## src/rtl/sram_arb_pkg.sv

```systemverilog
// Shared types and constants for the two-port SRAM arbiter.
package sram_arb_pkg;

   localparam int unsigned BURST_W = 4;

   // One-hot ownership states.
   typedef enum logic [3:0] {
      IDLE = 4'b0001,
      OWN0 = 4'b0010,
      OWN1 = 4'b0100,
      TURN = 4'b1000
   } arb_state_e;

   localparam logic PORT0 = 1'b0;
   localparam logic PORT1 = 1'b1;

   // SRAM strobes are active-low.
   localparam logic ENA    = 1'b0;
   localparam logic DISENA = 1'b1;

   // Read-return tag: which port issued an outstanding read.
   typedef struct packed {
      logic vld;
      logic id;
   } rd_tag_t;

endpackage

```

## src/rtl/sram_arb_rdpipe.sv

```systemverilog
// Fixed-latency {valid, id} delay line that steers SRAM read data back to its issuer.
module sram_arb_rdpipe
   import sram_arb_pkg::*;
#(
   parameter int unsigned RD_LAT = 2
) (
   input  logic    clk,
   input  logic    reset_n,
   input  rd_tag_t tag_in,
   output rd_tag_t tag_out
);

   rd_tag_t pipe_q [RD_LAT];

   always_ff @(posedge clk or negedge reset_n) begin
      if (!reset_n) begin
         for (int i = 0; i < int'(RD_LAT); i++) begin
            pipe_q[i] <= '0;
         end
      end else begin
         pipe_q[0] <= tag_in;
         for (int i = 1; i < int'(RD_LAT); i++) begin
            pipe_q[i] <= pipe_q[i-1];
         end
      end
   end

   assign tag_out = pipe_q[RD_LAT-1];

endmodule

```

## src/rtl/sram_arb.sv

```systemverilog
// Round-robin, burst-limited arbiter sharing one SRAM port between two requesters.
// Optional grant statistics counters are built when ARB_STATS_EN is defined.
module sram_arb
   import sram_arb_pkg::*;
#(
   parameter int unsigned DATA_W    = 8,
   parameter int unsigned ADDR_W    = 10,
   parameter int unsigned RD_LAT    = 2,
   parameter int unsigned MAX_BURST = 4
) (
`ifdef ARB_STATS_EN
   input  logic              stat_clr,
   output logic [31:0]       stat_gnt0,
   output logic [31:0]       stat_gnt1,
`endif
   input  logic              clk,
   input  logic              reset_n,
   input  logic              r0_req,
   input  logic              r0_we,
   input  logic [ADDR_W-1:0] r0_addr,
   input  logic [DATA_W-1:0] r0_wdata,
   output logic              r0_gnt,
   output logic              r0_rvalid,
   output logic [DATA_W-1:0] r0_rdata,
   input  logic              r1_req,
   input  logic              r1_we,
   input  logic [ADDR_W-1:0] r1_addr,
   input  logic [DATA_W-1:0] r1_wdata,
   output logic              r1_gnt,
   output logic              r1_rvalid,
   output logic [DATA_W-1:0] r1_rdata,
   output logic              s_cen,
   output logic              s_wen,
   output logic              s_oen,
   output logic [ADDR_W-1:0] s_addr,
   output logic [DATA_W-1:0] s_ddata,
   input  logic [DATA_W-1:0] s_qdata,
   output logic              s_clk
);

   arb_state_e         state_q, state_d;
   logic               rr_q, rr_d;
   logic [BURST_W-1:0] burst_q, burst_d;
   logic               limit_hit;

   logic               gnt_any;
   logic               sel_we;
   logic [ADDR_W-1:0]  sel_addr;
   logic [DATA_W-1:0]  sel_wdata;
   rd_tag_t            tag_in, tag_out;

   assign s_clk = clk;

   // Ownership state, round-robin pointer and burst counter.
   always_ff @(posedge clk or negedge reset_n) begin
      if (!reset_n) begin
         state_q <= IDLE;
         rr_q    <= PORT0;
         burst_q <= '0;
      end else begin
         state_q <= state_d;
         rr_q    <= rr_d;
         burst_q <= burst_d;
      end
   end

   // Next-state and combinational grants; the burst limit only bites while the other port waits.
   always_comb begin
      state_d   = state_q;
      rr_d      = rr_q;
      burst_d   = burst_q;
      r0_gnt    = 1'b0;
      r1_gnt    = 1'b0;
      limit_hit = (burst_q >= BURST_W'(MAX_BURST - 1));

      case (state_q)
         IDLE: begin
            burst_d = '0;
            if (r0_req && r1_req) begin
               state_d = (rr_q == PORT1) ? OWN1 : OWN0;
            end else if (r0_req) begin
               state_d = OWN0;
            end else if (r1_req) begin
               state_d = OWN1;
            end
         end
         OWN0: begin
            r0_gnt = r0_req;
            if (!r0_req || (limit_hit && r1_req)) begin
               state_d = TURN;
               rr_d    = PORT1;
            end else if (burst_q != '1) begin
               burst_d = burst_q + BURST_W'(1);
            end
         end
         OWN1: begin
            r1_gnt = r1_req;
            if (!r1_req || (limit_hit && r0_req)) begin
               state_d = TURN;
               rr_d    = PORT0;
            end else if (burst_q != '1) begin
               burst_d = burst_q + BURST_W'(1);
            end
         end
         TURN: begin
            burst_d = '0;
            if (rr_q == PORT1) begin
               state_d = r1_req ? OWN1 : IDLE;
            end else begin
               state_d = r0_req ? OWN0 : IDLE;
            end
         end
         default: begin
            state_d = IDLE;
         end
      endcase
   end

   assign gnt_any   = r0_gnt | r1_gnt;
   assign sel_we    = r1_gnt ? r1_we    : r0_we;
   assign sel_addr  = r1_gnt ? r1_addr  : r0_addr;
   assign sel_wdata = r1_gnt ? r1_wdata : r0_wdata;

   // SRAM pin register: launch the granted access, otherwise deselect and hold address/data.
   always_ff @(posedge clk or negedge reset_n) begin
      if (!reset_n) begin
         s_cen   <= DISENA;
         s_wen   <= DISENA;
         s_oen   <= DISENA;
         s_addr  <= '0;
         s_ddata <= '0;
      end else if (gnt_any) begin
         s_cen  <= ENA;
         s_wen  <= ~sel_we;
         s_oen  <= sel_we;
         s_addr <= sel_addr;
         if (sel_we) begin
            s_ddata <= sel_wdata;
         end
      end else begin
         s_cen <= DISENA;
         s_wen <= DISENA;
         s_oen <= DISENA;
      end
   end

   assign tag_in.vld = gnt_any & ~sel_we;
   assign tag_in.id  = r1_gnt ? PORT1 : PORT0;

   sram_arb_rdpipe #(
      .RD_LAT (RD_LAT)
   ) u_rdpipe (
      .clk     (clk),
      .reset_n (reset_n),
      .tag_in  (tag_in),
      .tag_out (tag_out)
   );

   // Read return: capture s_qdata for the issuing port when its tag exits.
   always_ff @(posedge clk or negedge reset_n) begin
      if (!reset_n) begin
         r0_rvalid <= 1'b0;
         r1_rvalid <= 1'b0;
         r0_rdata  <= '0;
         r1_rdata  <= '0;
      end else begin
         r0_rvalid <= 1'b0;
         r1_rvalid <= 1'b0;
         if (tag_out.vld) begin
            if (tag_out.id == PORT1) begin
               r1_rvalid <= 1'b1;
               r1_rdata  <= s_qdata;
            end else begin
               r0_rvalid <= 1'b1;
               r0_rdata  <= s_qdata;
            end
         end
      end
   end

`ifdef ARB_STATS_EN
   // Saturating grant counters; clear wins over increment.
   always_ff @(posedge clk or negedge reset_n) begin
      if (!reset_n) begin
         stat_gnt0 <= '0;
         stat_gnt1 <= '0;
      end else if (stat_clr) begin
         stat_gnt0 <= '0;
         stat_gnt1 <= '0;
      end else begin
         if (r0_gnt && (stat_gnt0 != '1)) begin
            stat_gnt0 <= stat_gnt0 + 32'd1;
         end
         if (r1_gnt && (stat_gnt1 != '1)) begin
            stat_gnt1 <= stat_gnt1 + 32'd1;
         end
      end
   end
`endif

endmodule

```

## config.mk

```make
export PLATFORM = sky130hd
export DESIGN_NAME = sram_arb
export DESIGN_NICKNAME = d
export VERILOG_FILES = /design/src/rtl/sram_arb_pkg.sv /design/src/rtl/sram_arb_rdpipe.sv /design/src/rtl/sram_arb.sv
export SDC_FILE = /design/constraint.sdc
export NUM_CORES = 1
export LEC_CHECK = 0
export BUFFER_PORTS_ARGS = -buffer_cell sky130_fd_sc_hd__buf_2
export CELL_PAD_IN_SITES_DETAIL_PLACEMENT = 1
export CELL_PAD_IN_SITES_GLOBAL_PLACEMENT = 1
export CORE_MARGIN = 2
export CORE_UTILIZATION = 40
export DETAILED_ROUTE_END_ITERATION = 6
export HOLD_SLACK_MARGIN = 0.03
export PLACE_DENSITY = 0.83
export SLEW_MARGIN = 30
export SYNTH_ARGS = -nofsm -noshare
export SYNTH_HDL_FRONTEND = slang
export SYNTH_SLANG_ARGS = --single-unit
```

## constraint.sdc

```tcl
create_clock -name clk -period 3.8 [get_ports clk]
set_input_delay 0.19 -clock clk [delete_from_list [all_inputs] [get_ports clk]]
set_output_delay 0.19 -clock clk [all_outputs]
set_load 0.05 [all_outputs]
```

Yosys cells after proc, flatten, opt, wreduce, memory -nomap -nowiden
Cells that the tools add are included.
{ "totals": {"reg_bits": 52, "latchBits": 0, "mem_bits_rw": 0, "romBits": 0, "wordCells": 78, "memories": 0} }
{ "op_classes": {"addsub": 1, "n_mul": 0, "n_div": 0, "magnitude_cmp": 1, "eq_ne": 10, "shifts": 0, "mux": 30, "n_bitwise": 4, "n_reduce_logical": 16} }
{ "ops": {"columns": ["cell", "count"], "rows": [
  ["4-bit two-way mux", 8],
  ["4-bit one-hot mux with 4 select lines", 1],
  ["1-bit two-way mux", 13],
  ["4-bit one-hot mux with 3 select lines", 1],
  ["10-bit two-way mux", 1],
  ["3-bit two-way mux", 3],
  ["3-bit AND reduction", 3],
  ["8-bit two-way mux", 1],
  ["2-bit inequality test (second input constant)", 4],
  ["4-bit inequality test (second input constant)", 2],
  ["2-bit AND reduction", 3],
  ["4-bit by 1-bit adder with 4-bit output (second input constant)", 1],
  ["4-bit by 1-bit equality test with 1-bit output (second input constant)", 1],
  ["4-bit by 2-bit equality test with 1-bit output (second input constant)", 1],
  ["4-bit by 3-bit equality test with 1-bit output (second input constant)", 1],
  ["4-bit equality test (second input constant)", 1],
  ["4-bit by 2-bit greater-or-equal comparator with 1-bit output (second input constant)", 1],
  ["1-bit logical AND", 3],
  ["3-bit nonzero test", 1],
  ["1-bit zero test", 2],
  ["1-bit logical OR", 2],
  ["2-bit two-way mux", 1],
  ["1-bit inverter", 2],
  ["1-bit one-hot mux with 2 select lines", 1],
  ["other kinds (4)", 4]
]} }

Logic depth before layout (Yosys ltp)
Gate-level depths: netlist of the first run.
{ "depth": {"word_depth": 5, "mapped_depth": 8, "mapped_depth_nobuf": 7} }

Modules after synthesis
Synthesis of the first run repeated with hierarchy kept, for this count alone.
{ "unflattened": {"cells_unflattened": 210, "area_unflattened_um2": 2397.3} }
{ "by_module_without_submodules": {"columns": ["module", "n_inst", "cells_each", "area_per_inst_um2"], "rows": [
  ["sram_arb", 1, 204, 2282.2],
  ["sram_arb_rdpipe", 1, 6, 115.1]
]} }

==> flow_summary.json, run 1 <==
{
  "setup_violations": 0,
  "fillers": 656,
  "fmax_mhz": 400,
  "crit_arrival_ps": 2330,
  "grt_max_degree": 53,
  "synth-main-ff-cell": "dfrtp_1",
  "fin_crit_sh": 0.662,
  "rsz0062_at_grt": "false",
  "grt_usage": 0.196,
  "ant_nets": 0,
  "routabilityCongestion": 0.821,
  "initialDrtViolationCount": 20,
  "drive_gt1_frac": 0.422,
  "skew_ps": 3.70,
  "crit_buf_inv": 3,
  "critPathRequiredTime_ps": 3610,
  "ir_drop_mv": 0.380,
  "antenna_found_initial": 0,
  "syn_to_final_growth_pct": 29.4,
  "path_max_fanout": 2,
  "worstPathCellList": "clkbuf_8 > clkbuf_8 > buf_2",
  "setup_tns_ps": 0,
  "synth_top_cell_area_share": 0.504,
  "crit_top_cell": "clkbuf_8",
  "clock_latency_ps": 410,
  "io_buffers": 91,
  "drc_errors": 0,
  "slew_violations": 0,
  "synthTopCellsByCount": "48 x dfrtp_1, 27 x nor2_1, 23 x a21oi_1, 19 x mux2i_1, 17 x mux2_2",
  "yosysWarningCount": 0,
  "ys_seq_area_frac": 0.548,
  "vias": 1947,
  "seq_area_sq_um": 1310,
  "fp.coreArea_sq_um": 5850,
  "antenna_cells": 0,
  "yosysMostFrequentCell": "dfrtp_1",
  "fin_util": 0.527,
  "synthesis.nets": 259,
  "synth_area_leaders": "dfrtp_1 50%, mux2_2 8.0%, mux2i_1 8.0%",
  "fin_crit_ps": 2520,
  "die_area_sq_um": 6590,
  "finalHoldViolCount": 0,
  "critPathLaunchType": "clock port",
  "cts_tree": "done",
  "cts_setup_buffers": 0,
  "rows": 28,
  "power_leakage_nw": 1.63,
  "gr-total-overflow": 0,
  "ys_seq_elements": 52,
  "hold_path.class": "input pin to flop",
  "multi_input_area_sq_um": 952,
  "yosys.area.top_type": "dfrtp_1",
  "die_width_um": 81.2,
  "drt_wl_total_um": 5800,
  "die_h_um": 81.2,
  "crit_slowest_cell": "buf_2",
  "criticalPathCategory": "clock port to output pin",
  "dpl.hpwl_um": 4230,
  "wl_per_cell_um": 15.1,
  "via_per_inst": 5.08,
  "status": "completed",
  "start_util": 0.407,
  "final_nets": 358,
  "powerDensity_nw_per_um2": 863,
  "syn_area_sq_um": 2380,
  "worst_pin_slew_ps": 755,
  "grt_pass1_wl_um": 9450,
  "cts_hold_buf": 9,
  "avgSynthCellArea_sq_um": 11.5,
  "cts.repair.resized": 0,
  "syn-instance-count": 208,
  "dr.pass1.iters": 4,
  "io_pins": 92,
  "max_cap_viol_count": 0,
  "end_kind": "output pin",
  "clk_pin_slew_ps": 90,
  "synth_async_sr_flop_share": 1.00,
  "synth_edf_count": 0,
  "ys_types": 39,
  "slew_headroom": 0.495,
  "critPathTopFamily": "buffers and inverters",
  "critPathMaxStageDelay_ps": 200,
  "grt_pass1_vias": 2005
}
path summary, 6_finish.rpt:
path | start | slack (ps) | end | cells past startpoint
worst max-delay path | clk | 1280 | s_clk | 3
worst min-delay path | r1_wdata[6] | 80 | s_ddata[6]$_DFFE_PN0P_ | 3
worst max register to register | state_q[1]$_DFFE_PN0P_ | 1500 | s_ddata[0]$_DFFE_PN0P_ | 6
worst min register to register | u_rdpipe.pipe_q[3]$_DFF_PN0_ | 360 | u_rdpipe.tag_out[1]$_DFF_PN0_ | 0
max in group asynchronous | reset_n | 2960 | s_ddata[7]$_DFFE_PN0P_ | 3
min in group asynchronous | reset_n | 430 | r0_rdata[3]$_DFFE_PN0P_ | 3
cell families (layout without fill, tap and decap cells):
family          after synthesis  count (layout)  share of synthesized area
fa+ha+maj                     1               1                    0.00525
buf+inv                      23             123                     0.0520
xor+xnor                      3               3                     0.0110
mux                          36              36                      0.160
simple gates                 52              52                      0.117
compound gates               41              41                      0.107
flops                        52              52                      0.548
routing by layer:
| layer | GRT usage | up-vias | part of all wire |
|---|---|---|---|
| li1 | - | 925 | - |
| met1 | 0.234 | 937 | 0.42 |
| met2 | 0.305 | 73 | 0.48 |
| met3 | 0.0611 | 12 | 0.073 |
| met4 | 0.127 | 0 | 0.021 |
| met5 | 0 | - | 0 |
metrics by stage:
| stage | hold WS [ps] | instance area [sq um] | power (mW) | worst slack (ps) | instances |
|---|---|---|---|---|---|
| 6_report | 79.9 | 3080 | 2.66 | 1280 | 383 |
| 5_1_grt | 76.5 | 3080 | 2.84 | 1170 | 383 |
| 4_1_cts | 72.7 | 3080 | 2.70 | 1280 | 383 |
| 3_5_place_dp | 340 | 2860 | 2.26 | 1480 | 363 |
| 3_3_place_gp | 332 | 2860 | 2.21 | 1520 | 363 |
| 2_1_floorplan | -106 | 2380 | 1.96 | 1540 | 208 |
layout make-up:
type                    instances  area share
clock buffers                  11      0.0430
flip-flops and latches         52       0.424
inverters                      11      0.0134
well taps                      75      0.0305
repair buffers                100       0.178
multi-input cells             133       0.309
clock inverters                 1     0.00244
registers in the layout, summed over array words and instances, names as in the netlist, 2 cells and up:
signal            count
burst_q               4
r0_rdata              8
r1_rdata              8
s_addr               10
s_ddata               8
state_q               4
u_rdpipe.pipe_q       2
u_rdpipe.tag_out      2
report_power, final:
group | leakage, nW | switching, mW | total (mW) | internal, mW
clock | 0.0700 | 0.235 | 0.458 | 0.223
sequential | 0.629 | 0.158 | 0.915 | 0.756
combinational | 0.934 | 0.919 | 1.29 | 0.367
total | 1.63 | 1.31 | 2.66 | 1.35
layout by cell type, fill, tap and decap left out, drive strengths merged, types with 2 or more instances in the layout:
cell type | netlist | layout
nor3b | 2 | 2
o31ai | 2 | 2
nor2b | 2 | 2
dfrtp | 48 | 48
and3b | 3 | 3
a21oi | 25 | 25
clkbuf | 4 | 10
mux2 | 17 | 17
dfstp | 4 | 4
o21ai | 4 | 4
a22o | 2 | 2
inv | 11 | 11
nand3 | 5 | 5
xor2 | 2 | 2
dlygate4sd3 | 0 | 9
nor2 | 28 | 28
nand2 | 6 | 6
nor3 | 2 | 2
mux2i | 19 | 19
o22ai | 3 | 3
buf | 8 | 92
worst reg2reg max path, cell delays in order, from the launching register on:
cell,delay [ps]
dfrtp_1,630
and3b_1,230
o21a_1,550
inv_1,190
a21oi_4,400
nor2_1,70
a21oi_1,150
Note: power is estimated with default switching activity, not from simulation.
==> run 2: changes to the inputs <==
Settings changed: CORE_UTILIZATION 40 to 37, PLACE_DENSITY 0.83 to 0.78.
Clock period 3.8 ns to 2.6 ns, I/O delays scaled along.
==> flow_summary.json, run 2 (synthesis results as in run 1) <==
{
  "switchingPower_mw": 1.92,
  "finalNonFillerCells": 409,
  "endpoint": "s_ddata[7]$_DFFE_PN0P_",
  "cp-startpoint": "state_q[1]$_DFFE_PN0P_",
  "vias": 2021,
  "regMostFlops": "s_addr",
  "fp.coreArea_sq_um": 6280,
  "die_h_um": 84.2,
  "reg2reg_from": "state_q[1]$_DFFE_PN0P_",
  "initialDrtViolationCount": 43,
  "cts_tree": "done",
  "layout_setup_ws_ps": 161,
  "layout_commonest_cell": "buf_2",
  "grt_max_degree": 38,
  "pre_cts_ws_ps": 516,
  "clk_pin_slew_ps": 90,
  "placed_cells": 367,
  "ir_drop_mv": 0.669,
  "fillers": 703,
  "clock_latency_ps": 410,
  "slew_headroom": 0.462,
  "grt_pass1_wl_um": 10400,
  "reg2regPathDepth": 5,
  "crit_arrival_ps": 2720,
  "fin_util": 0.534,
  "p_total_mw": 4.04,
  "syn_to_final_growth_pct": 40.7,
  "max_cap_viol_count": 0,
  "seq_area_sq_um": 1310,
  "reg2reg_slack_ps": 160,
  "fin_area_sq_um": 3350,
  "antenna_cells": 0,
  "rr_endpoint": "s_ddata[7]$_DFFE_PN0P_",
  "worst_pin_slew_ps": 808,
  "critPathLaunchType": "flop",
  "ant_nets": 0,
  "drt_wl_total_um": 6150,
  "rows": 29,
  "via_per_inst": 4.94,
  "drive_gt1_frac": 0.401,
  "grt_pass1_vias": 2222,
  "p_int_mw": 2.13,
  "path_max_fanout": 19,
  "share_clk_of_total_power": 0.196,
  "fin_crit_sh": 0.938,
  "pwr-share-seq": 0.330,
  "skew_ps": 4.79,
  "criticalPathCategory": "flop to flop",
  "grt_usage": 0.186,
  "dpl.hpwl_um": 4400,
  "start_util": 0.380,
  "whs_ps": 33.8,
  "hold_path.class": "input pin to flop",
  "setup_tns_ps": 0,
  "p_comb_frac": 0.474,
  "rsz0062_at_grt": "false",
  "final_cell_mix": "91 x buf_2, 48 x dfrtp_1, 31 x dlygate4sd3_1",
  "dpl-instance-area_sq_um": 2870,
  "fin_crit_ps": 2440,
  "dr.pass1.iters": 4,
  "io_buffers": 91,
  "routabilityCongestion": 0.797,
  "setup_violations": 0,
  "power_leakage_nw": 1.76,
  "fmax_mhz": 410,
  "critPathRequiredTime_ps": 2880,
  "die_width_um": 84.2,
  "switching_share": 0.474,
  "cts.repair.resized": 0,
  "multi_input_area_sq_um": 952,
  "wl_per_cell_um": 15.0,
  "antenna_found_initial": 0,
  "largest_reg_flops": 10,
  "die_area_sq_um": 7100,
  "final_nets": 382,
  "status": "completed",
  "io_pins": 92,
  "powerDensity_nw_per_um2": 1210,
  "drc_errors": 0,
  "gr-total-overflow": 0,
  "end_kind": "flop",
  "slew_violations": 0,
  "finalHoldViolCount": 0
}
## run 2: cell type report
cell class              instances  area share
well taps                      77      0.0287
clock buffers                  11      0.0426
flip-flops and latches         52       0.390
multi-input cells             133       0.284
repair buffers                124       0.234
inverters                      11      0.0123
clock inverters                 1     0.00896
## run 2: worst min path at each step
stage          slack (ps)                      end  cells after the start   startpoint
6_report               30    s_addr[6]$_DFFE_PN0N_                      3   r0_addr[6]
5_1_grt                40   s_ddata[5]$_DFFE_PN0P_                      3  r0_wdata[5]
4_1_cts                30    s_addr[5]$_DFFE_PN0N_                      3   r1_addr[5]
3_5_place_dp          290  r1_rdata[6]$_DFFE_PN0P_                      1      reset_n
3_3_place_gp          270  r1_rdata[6]$_DFFE_PN0P_                      1      reset_n
2_1_floorplan        -170   burst_q[0]$_DFFE_PN0P_                      0      reset_n
## run 2: timing repair
item / in CTS / in global routing
endpoints found under the hold margin: 61 / 0
setup buffers: 0 / 0
hold buffers: 31 / 0
## run 2: layer usage
layer | track usage | share of wire | vias up
li1 | - | - | 961
met1 | 0.220 | 0.42 | 976
met2 | 0.324 | 0.51 | 74
met3 | 0.0580 | 0.058 | 10
met4 | 0.0543 | 0.015 | 0
met5 | 0 | 0 | -
## run 2: worst max-delay path, stage by stage, from the launching register on
cell	delay, ps
dfrtp_1	560
nor4b_4	560
nand2_4	310
mux2i_1	240
dlygate4sd3_1	570
a21oi_1	60
## run 2: power by group through the flow
stage	registers (mW)	logic, mW	clock network (mW)
after detailed placement	1.35	1.89	0.0734
after global routing	1.39	2.05	0.858
final	1.33	1.92	0.794
after global placement	1.33	1.84	0.0734
after CTS	1.34	1.94	0.815
after floorplan	2.08	0.706	0.0829
==> run 3: changes to the inputs <==
Settings changed: BUFFER_PORTS_ARGS -buffer_cell sky130_fd_sc_hd__buf_2 to -buffer_cell sky130_fd_sc_hd__buf_4.
==> flow_summary.json, run 3 (synthesis results as in run 1) <==
{
  "status": "completed",
  "fin_crit_sh": 0.922,
  "wl_per_cell_um": 15.6,
  "io_buffers": 91,
  "skew_ps": 5.64,
  "syn_to_final_growth_pct": 49.7,
  "slew_headroom": 0.472,
  "finalNonFillerCells": 410,
  "end_kind": "flop",
  "grt_max_degree": 53,
  "grt_pass1_vias": 2218,
  "critPathRequiredTime_ps": 2870,
  "drc_errors": 0,
  "fin_crit_ps": 2400,
  "ir_drop_mv": 0.606,
  "clk_pin_slew_ps": 100,
  "clock_latency_ps": 400,
  "rows": 29,
  "via_per_inst": 4.92,
  "regMostFlops": "s_addr",
  "fillers": 695,
  "fin_util": 0.568,
  "largest_reg_flops": 10,
  "slew_violations": 0,
  "p_total_mw": 4.12,
  "io_pins": 92,
  "cts_tree": "done",
  "crit_arrival_ps": 2670,
  "gr-total-overflow": 0,
  "fp.coreArea_sq_um": 6280,
  "die_h_um": 84.2,
  "dpl.hpwl_um": 4280,
  "die_width_um": 84.2,
  "drt_wl_total_um": 6380,
  "grt_pass1_wl_um": 10600,
  "antenna_found_initial": 0,
  "criticalPathCategory": "flop to flop",
  "powerDensity_nw_per_um2": 1160,
  "initialDrtViolationCount": 40,
  "dr.pass1.iters": 4,
  "crit_buf_inv": 1,
  "antenna_cells": 0,
  "critPathMaxStageDelay_ps": 570,
  "power_leakage_nw": 1.82,
  "vias": 2019,
  "path_max_fanout": 19,
  "worst_pin_slew_ps": 791,
  "finalHoldViolCount": 0,
  "layout_setup_ws_ps": 204,
  "hold_path.class": "input pin to flop",
  "worstPathCellList": "nor4b_4 > nand2_4 > mux2i_1 > dlygate4sd3_1 > a21oi_1",
  "start_util": 0.380,
  "setup_tns_ps": 0,
  "placed_cells": 365,
  "ant_nets": 0,
  "routabilityCongestion": 0.755,
  "final_cell_mix": "92 x buf_4, 48 x dfrtp_1, 34 x dlygate4sd3_1",
  "final_nets": 383,
  "critPathLaunchType": "flop",
  "fmax_mhz": 417,
  "rsz0062_at_grt": "false",
  "grt_usage": 0.190,
  "crit_slowest_cell": "dlygate4sd3_1",
  "layout_commonest_cell": "buf_4",
  "max_cap_viol_count": 0,
  "die_area_sq_um": 7100,
  "critPathTopFamily": "simple AND/OR/NAND/NOR gates",
  "pre_cts_ws_ps": 386,
  "setup_violations": 0,
  "drive_gt1_frac": 0.393
}
==> run 3: changes by cell type in the layout (fill, tap and decap cells not counted) <==
| cell | before | now |
|---|---|---|
| dlygate4sd3_1 | 31 | 34 |
| clkbuf_8 | 10 | 9 |
| clkinvlp_4 | 0 | 2 |
| bufinv_16 | 1 | 0 |
| buf_4 | 3 | 92 |
| buf_2 | 91 | 0 |
==> run 3: cell type report <==
| cell class | count | area, sq um | share of cell area |
|---|---|---|---|
| tap | 77 | 96.3 | 0.0270 |
| sequential | 52 | 1310 | 0.366 |
| clock buffer | 10 | 131 | 0.0368 |
| clock inverter | 2 | 15.0 | 0.00421 |
| multi-input combinational | 133 | 952 | 0.267 |
| timing repair buffer | 125 | 1020 | 0.287 |
| inverter | 11 | 41.3 | 0.0116 |
==> run 3: final timing paths <==
check                      cells after the start                             to                    startpoint  slack [ps]
hold / removal                                 3         s_ddata[3]$_DFFE_PN0P_                   r0_wdata[3]          40
min in group asynchronous                      2        r1_rdata[6]$_DFFE_PN0P_                       reset_n         310
setup reg to reg                               5         s_ddata[5]$_DFFE_PN0P_        state_q[1]$_DFFE_PN0P_         200
setup / recovery                               5         s_ddata[5]$_DFFE_PN0P_        state_q[1]$_DFFE_PN0P_         200
hold reg to reg                                0  u_rdpipe.tag_out[1]$_DFF_PN0_  u_rdpipe.pipe_q[3]$_DFF_PN0_         350
max in group asynchronous                      2         state_q[3]$_DFFE_PN0P_                       reset_n        1850
==> run 3: per-layer routing <==
metal | GRT usage | part of all wire | vias up
met4 | 0.0528 | 0.0080 | 0
met2 | 0.342 | 0.54 | 67
li1 | - | - | 961
met1 | 0.215 | 0.40 | 986
met5 | 0 | 0 | -
met3 | 0.0619 | 0.058 | 5
==> run 3: stage by stage <==
| stage | hold slack (ps) | area (sq um) |
|---|---|---|
| 3_5_place_dp | 217 | 3090 |
| 5_1_grt | 40.9 | 3570 |
| 2_1_floorplan | -166 | 2380 |
| 3_3_place_gp | 207 | 3090 |
| 4_1_cts | 30.5 | 3560 |
| 6_report | 36.0 | 3570 |
==> run 3: repair_timing <==
action / CTS / global route
buffers inserted: 0 / 0
hold buffers: 33 / 1
hold endpoints to repair: 78 / 1
resized for setup: 0 / 0
==> run 3: power breakdown <==
group	internal, mW	switching [mW]
combinational	0.733	1.37
sequential	1.11	0.239
clock	0.334	0.346
total	2.17	1.95
==> run 3: tightest hold or removal path: cells and delay by family <==
kind                   cells  cell delay (ps)
buffers and inverters      1               80
muxes                      1               50
AOI/OAI and AO/OA          1              140
